--- src/rtl/ahb_error_slave.sv ---
// ahb_error_slave: AHB default slave answering unmapped accesses with a two-cycle ERROR or an OKAY/RDATA_VAL reply.
// Ports: HCLK/HRESETn clock and async active-low reset; HSEL/HADDR/HTRANS/HWRITE/HREADY address phase in;
// HREADYOUT/HRESP/HRDATA data phase out; err_clr/err_count/err_addr/err_write error log.
// Define AHB_ERROR_SLAVE_ERRLOG_EN to build the error log; otherwise the log outputs are tied to 0.
module ahb_error_slave #(
  parameter int ADDR_WIDTH = 32,
  parameter int DATA_WIDTH = 32,
  parameter int WAIT_STATES = 0,
  parameter int RESP_MODE = 1,
  parameter logic [DATA_WIDTH-1:0] RDATA_VAL = 32'hDEAD_BEEF,
  parameter int ERRCNT_WIDTH = 16
) (
  input  logic                    HCLK,
  input  logic                    HRESETn,
  input  logic                    HSEL,
  input  logic [ADDR_WIDTH-1:0]   HADDR,
  input  logic [1:0]              HTRANS,
  input  logic                    HWRITE,
  input  logic                    HREADY,
  output logic                    HREADYOUT,
  output logic [1:0]              HRESP,
  output logic [DATA_WIDTH-1:0]   HRDATA,
  input  logic                    err_clr,
  output logic [ERRCNT_WIDTH-1:0] err_count,
  output logic [ADDR_WIDTH-1:0]   err_addr,
  output logic                    err_write
);
  typedef enum logic [1:0] {S_IDLE, S_WAIT, S_RESP1, S_RESP2} state_t;
  localparam state_t AFTER_WAIT = RESP_MODE != 0 ? S_RESP1 : S_RESP2;
  localparam state_t FIRST = WAIT_STATES > 0 ? S_WAIT : AFTER_WAIT;
  state_t state_q, state_d;
  logic [3:0] cnt_q, cnt_d;
  logic ready_q;
  logic [1:0] resp_q;
  logic [DATA_WIDTH-1:0] rdata_q;
  logic accept;
  // only IDLE and RESP2 present HREADYOUT=1, so address phases seen elsewhere are not real
  assign accept = HSEL & HREADY & HTRANS[1] & (state_q == S_IDLE || state_q == S_RESP2);
  assign state_d = state_q == S_WAIT  ? (cnt_q == 4'd0 ? AFTER_WAIT : S_WAIT) :
                   state_q == S_RESP1 ? S_RESP2 :
                   accept             ? FIRST : S_IDLE;
  assign cnt_d = state_q == S_WAIT ? cnt_q - 4'd1 : accept ? 4'(WAIT_STATES - 1) : cnt_q;
  // outputs are registered from the next state so they change exactly with the state
  always_ff @(posedge HCLK or negedge HRESETn)
    if (!HRESETn) begin
      state_q <= S_IDLE;
      cnt_q   <= '0;
      ready_q <= 1'b1;
      resp_q  <= 2'b00;
      rdata_q <= '0;
    end else begin
      state_q <= state_d;
      cnt_q   <= cnt_d;
      ready_q <= state_d == S_IDLE || state_d == S_RESP2;
      resp_q  <= RESP_MODE != 0 && (state_d == S_RESP1 || state_d == S_RESP2) ? 2'b01 : 2'b00;
      rdata_q <= RESP_MODE == 0 && state_d == S_RESP2 ? RDATA_VAL : '0;
    end
  assign HREADYOUT = ready_q;
  assign HRESP     = resp_q;
  assign HRDATA    = rdata_q;
`ifdef AHB_ERROR_SLAVE_ERRLOG_EN
  logic [ERRCNT_WIDTH-1:0] err_count_q, err_count_d;
  logic [ADDR_WIDTH-1:0] err_addr_q, err_addr_d;
  logic err_write_q, err_write_d;
  logic inc;
  logic unused;
  assign inc = state_d == S_RESP2;
  // a clear on the same edge as a response leaves that response counted
  assign err_count_d = err_clr ? ERRCNT_WIDTH'(inc) : err_count_q + ERRCNT_WIDTH'(inc & ~&err_count_q);
  assign err_addr_d  = accept ? HADDR : err_clr ? '0 : err_addr_q;
  assign err_write_d = accept ? HWRITE : err_write_q & ~err_clr;
  always_ff @(posedge HCLK or negedge HRESETn)
    if (!HRESETn) begin
      err_count_q <= '0;
      err_addr_q  <= '0;
      err_write_q <= 1'b0;
    end else begin
      err_count_q <= err_count_d;
      err_addr_q  <= err_addr_d;
      err_write_q <= err_write_d;
    end
  assign err_count = err_count_q;
  assign err_addr  = err_addr_q;
  assign err_write = err_write_q;
  assign unused    = HTRANS[0];
`else
  logic unused;
  assign err_count = '0;
  assign err_addr  = '0;
  assign err_write = 1'b0;
  assign unused    = ^{HTRANS[0], err_clr, HADDR, HWRITE};
`endif
endmodule

--- config.mk ---
export PLATFORM = sky130hd
export DESIGN_NAME = ahb_error_slave
export DESIGN_NICKNAME = d
export VERILOG_FILES = /design/src/rtl/ahb_error_slave.sv
export SDC_FILE = /design/constraint.sdc
export NUM_CORES = 1
export LEC_CHECK = 0
export CORE_MARGIN = 2
export CORE_UTILIZATION = 27
export CTS_CLUSTER_SIZE = 10
export DETAILED_ROUTE_END_ITERATION = 8
export HOLD_SLACK_MARGIN = 0.06
export PLACE_DENSITY = 0.92
export SLEW_MARGIN = 20
export SYNTH_ARGS = -nofsm -noshare
export SYNTH_HDL_FRONTEND = slang
export SYNTH_SLANG_ARGS = --single-unit
--- constraint.sdc ---
create_clock -name HCLK -period 2.1 [get_ports HCLK]
set_input_delay 0.63 -clock HCLK [delete_from_list [all_inputs] [get_ports HCLK]]
set_output_delay 0.63 -clock HCLK [all_outputs]
set_load 0.01 [all_outputs]
Word-level counts from Yosys, hierarchy flattened
Index checks and enable logic that the tools add are counted.

Bits in registers: 8. Input bits: 40. Output and inout port bits: 84. Logic and storage cells: 27.

Add/subtract/negate cells: 1. Eq/ne operators: 5. Multiplexer cells: 7. Bitwise gates (word level): 3. Reduce and logical (&&, ||, !) cells: 7.

Operators with widths (number): $eq 2x2->1 const B (4); $mux 2 (4); $mux 4 (2); $logic_not 2->1 (2); $logic_not 4->1 (1); $sub 4x1->4 const B (1); $and 1x1->1 (3); $logic_or 1x1->1 (3); $eq 2x1->1 const B (1); $reduce_bool 2->1 (1); $mux 1 (1).

Logic depth before layout (Yosys ltp)
Depth in word-level cells: 9. Gate-level depth with buffers: 7. Gate-level depth less buffers: 6.

Worst setup path before layout
No wires, ideal clock.

Path kind: register to register. From: reg state_q[0]. To: reg resp_q[0], in the netlist HRESP[0]. Library setup time: 127 ps. Arrival: 1534 ps. Data required time: 1973 ps. Setup slack: 439 ps. Cell stages (with the launch flop): 7. Path buffers: 1. Clock period less this slack: 1661 ps. Cell sequence: dfrtp_1 ha_1 buf_6 a41o_4 o22a_1 ha_1 or2_2.

Longest elaborated chain between the ends: 9. Elaborated cells between the ends (all ways): 13. Those cells by class: eq/ne: 5; mux: 4; bitwise: 1; reduce/logical: 3.

RTL lines: from (decl) (line 31) `state_t state_q, state_d;`; from (signal assigned) (line 52) `state_q <= state_d;`; $eq 2x2->1 / $logic_not 2->1 (equally long branches) (line 38) `assign accept = HSEL & HREADY & HTRANS[1] & (state_q == S_IDLE || state_q == S_RESP2);`; $logic_or 1x1->1 (line 38); $and 1x1->1 (line 38); $mux 2 (line 41) `accept ? FIRST : S_IDLE;`; $mux 2 (line 40) `state_q == S_RESP1 ? S_RESP2 :`; $mux 2 (*) (line 39) `assign state_d = state_q == S_WAIT ? (cnt_q == 4'd0 ? AFTER_WAIT : S_WAIT) :`; via state_d[1] (line 31); $eq 2x2->1 (line 55) `resp_q <= RESP_MODE != 0 && (state_d == S_RESP1 || state_d == S_RESP2) ? 2'b01 : 2'b00;`; $logic_or 1x1->1 (*) (line 55); $mux 1 (*) (line 55); to (signal assigned) (line 55); to (decl) (line 34) `logic [1:0] resp_q;`.

Mark *: on every way through the listed nets, which the timed path passes. The rest lies on a longest branch. A chain may end at the register's enable or synchronous reset.

Worst setup path after layout
From: reg ready_q, in the netlist HREADYOUT. To: out HREADYOUT.

RTL lines: from (decl) (line 33) `logic ready_q;`; from (signal assigned) (line 48) `ready_q <= 1'b1;`; from (signal assigned) (line 54) `ready_q <= state_d == S_IDLE || state_d == S_RESP2;`; to (decl) (line 20) `output logic HREADYOUT,`.

No word-level cell between the ends.

==> impl_metrics.tcl <==
set metrics [dict create \
    antenna_cells 0 \
    critical_path_arrival_ns 1.26 \
    synth_cell_type_count 18 \
    hold_viol_final 0 \
    die_area_um2 4280 \
    area.growth.synth_to_final_pct -14.7 \
    postRouteAntennaNets 0 \
    path_max_fanout 1 \
    crit_required_ns 1.47 \
    ir_drop_mv 0.256 \
    io_buffers 6 \
    clockBufferDepth 2 \
    clk_pin_slew_ns 0.04 \
    gr-total-overflow 0 \
    grt_pass1_vias 289 \
    cp-start-kind "flip-flop" \
    dpl.cell_count 172 \
    hold_depth 1 \
    skew_ns 0.00106 \
    max_stage_delay_ns 0.52 \
    crit_family "buffers and inverters" \
    instances_no_fill 176 \
    synth_area_um2 1020 \
    r2r_cells 5 \
    wirelength_um 983 \
    avgSynthCellArea_um2 8.57 \
    antenna_found_initial 0 \
    hp-class "reg -> reg" \
    worstSkewPairLatency_ns 0.23 \
    worstPathCellList "clkdlybuf4s50_1" \
    route.detailed.drc 0 \
    critPathKind "reg -> out" \
    drt-initial-drc-count 19 \
    dp_hpwl_um 825 \
    ys_seq_elements 8 \
    core_area_um2 3630 \
    postSynthCellCount 119 \
    timing.final.crit_share 0.901 \
    grt_usage 0.0400 \
    maxCapViolCount 0 \
    grt_max_degree 10 \
    final_core_util 0.239 \
    post_cts_buffers 0 \
    ctsResizeCount 0 \
    total_leakage_power_nw 0.508 \
    outcome "complete, no violations" \
    ios 124 \
    rsz0062_at_grt "false" \
    cts_sinks 8 \
    min_period_ns 1.89 \
    root_buffer "clkbuf_8" \
    die_h_um 65.5 \
    p_per_area_nw_per_um2 1030 \
    die_w_um 65.5 \
    routabilityCongestion 0.700 \
    crit_cells 1 \
    dp_slack_ns -0.00940 \
    numCtsBuffers 3 \
    avgViaCountPerCell 2.73 \
    layout_setup_ws_ns 0.208 \
    drive_gt1_frac 0.0625 \
    r2r_setup_slack_ns 0.37 \
    setup_viol 0 \
    grt_pass1_wl_um 1220 \
    yosysWarnings 0 \
    start_util 0.281 \
    drv_slew 0 \
    firstDrtPassIters 4 \
    final_nets 173 \
    crit_slowest_cell "clkdlybuf4s50_1" \
    cts_tree "yes" \
    ys_seq_area_frac 0.198 \
    wl_per_cell_um 5.59 \
    setup_tns_ns 0 \
    rows 22 \
    hold_buffers 0 \
    timing.fmax_mhz 528 \
    path_buf_inv 1 \
    vias 481 \
    htree_levels 1 \
    endpoint_kind "primary output" \
]
==> flip-flops by register name (all words and copies together), names as in the netlist <==
name       flops
HRESP          1
state_q        2
HREADYOUT      1
cnt_q          4
==> kinds of logic (layout without fill, tap and decap cells) <==
group	count (synthesis)	count (layout)	share of synthesized area
adder cells (fa/ha/maj)	4	4	0.0491
AND/OR/NAND/NOR	7	7	0.0331
other	1	82	0.00368
buffers and inverters	89	17	0.637
XOR/XNOR	1	1	0.00859
flip-flops	8	8	0.198
AO/OA/AOI/OAI	9	9	0.0712
==> cell type report <==
cell class / instances / area, um^2
Clock buffer: 4 / 45.0
Fill cell: 418 / 2760
Inverter: 6 / 22.5
Multi-Input combinational cell: 103 / 473
Sequential cell: 8 / 201
Tap cell: 48 / 60.1
Timing Repair Buffer: 7 / 67.6
==> worst register-to-register path, stage by stage (launching register included) <==
cell     delay (ns)
dfrtp_1        0.37
ha_1           0.32
a41o_4         0.29
o22a_1         0.20
ha_1           0.17
or2_2          0.27
==> stage by stage <==
| step | instance area (um^2) | total power (W) | hold slack, ns |
|---|---|---|---|
| 6_report | 870 | 0.000894 | 0.503 |
| 3_5_place_dp | 825 | 0.000704 | 0.496 |
| 3_3_place_gp | 825 | 0.000694 | 0.481 |
| 5_1_grt | 870 | 0.000981 | 0.534 |
| 2_1_floorplan | 1320 | 0.000720 | 0.334 |
| 4_1_cts | 870 | 0.000901 | 0.501 |
==> Yosys cell counts <==
| master | n | area (um^2) |
|---|---|---|
| conb_1 | 1 | 3.75 |
| buf_6 | 1 | 11.3 |
| a21o_2 | 1 | 8.76 |
| or2_2 | 1 | 6.26 |
| nor3_1 | 1 | 5.00 |
| a31oi_1 | 1 | 6.26 |
| nor2_1 | 4 | 15.0 |
| dfstp_2 | 1 | 26.3 |
| a21oi_1 | 4 | 20.0 |
| inv_1 | 6 | 22.5 |
| nor3b_1 | 1 | 7.51 |
| dfrtp_1 | 7 | 175 |
| o22a_1 | 1 | 8.76 |
| o31ai_1 | 1 | 7.51 |
| xnor2_1 | 1 | 8.76 |
| a41o_4 | 1 | 21.3 |
| ha_1 | 4 | 50.1 |
| buf_4 | 82 | 616 |
==> path summary, 6_finish.rpt <==
| path | from | endpoint |
|---|---|---|
| max | HREADYOUT | HREADYOUT |
| min | cnt_q[3] | cnt_q[3] |
| max reg2reg | state_q[0] | HRESP[0] |
| min reg2reg | cnt_q[3] | cnt_q[3] |
| max in group asynchronous | HRESETn | HREADYOUT |
| min in group asynchronous | HRESETn | cnt_q[0] |
==> cell usage in the layout (no fill, tap or decap), drive strengths merged, types with 4 or more instances in the layout <==
| cell | netlist | routed |
|---|---|---|
| inv | 6 | 6 |
| nor2 | 4 | 4 |
| clkdlybuf4s50 | 0 | 6 |
| ha | 4 | 4 |
| clkbuf | 0 | 4 |
| conb | 1 | 82 |
| dfrtp | 7 | 7 |
| a21oi | 4 | 4 |
==> routing by layer <==
layer,GRT usage,share of wire,vias up
li1,-,-,222
met3,0.0103,0.20,2
met4,0.0547,0.027,0
met1,0.0411,0.32,202
met5,0,0,-
met2,0.0574,0.46,55
==> report_power, final <==
group	total [W]	internal, W	switching [W]
Clock	0.000194	0.000132	0.0000624
Combinational	0.000417	0.000188	0.000229
Sequential	0.000283	0.000237	0.0000463
Total	0.000894	0.000556	0.000337
Note: power is estimated with default switching activity, not from simulation.
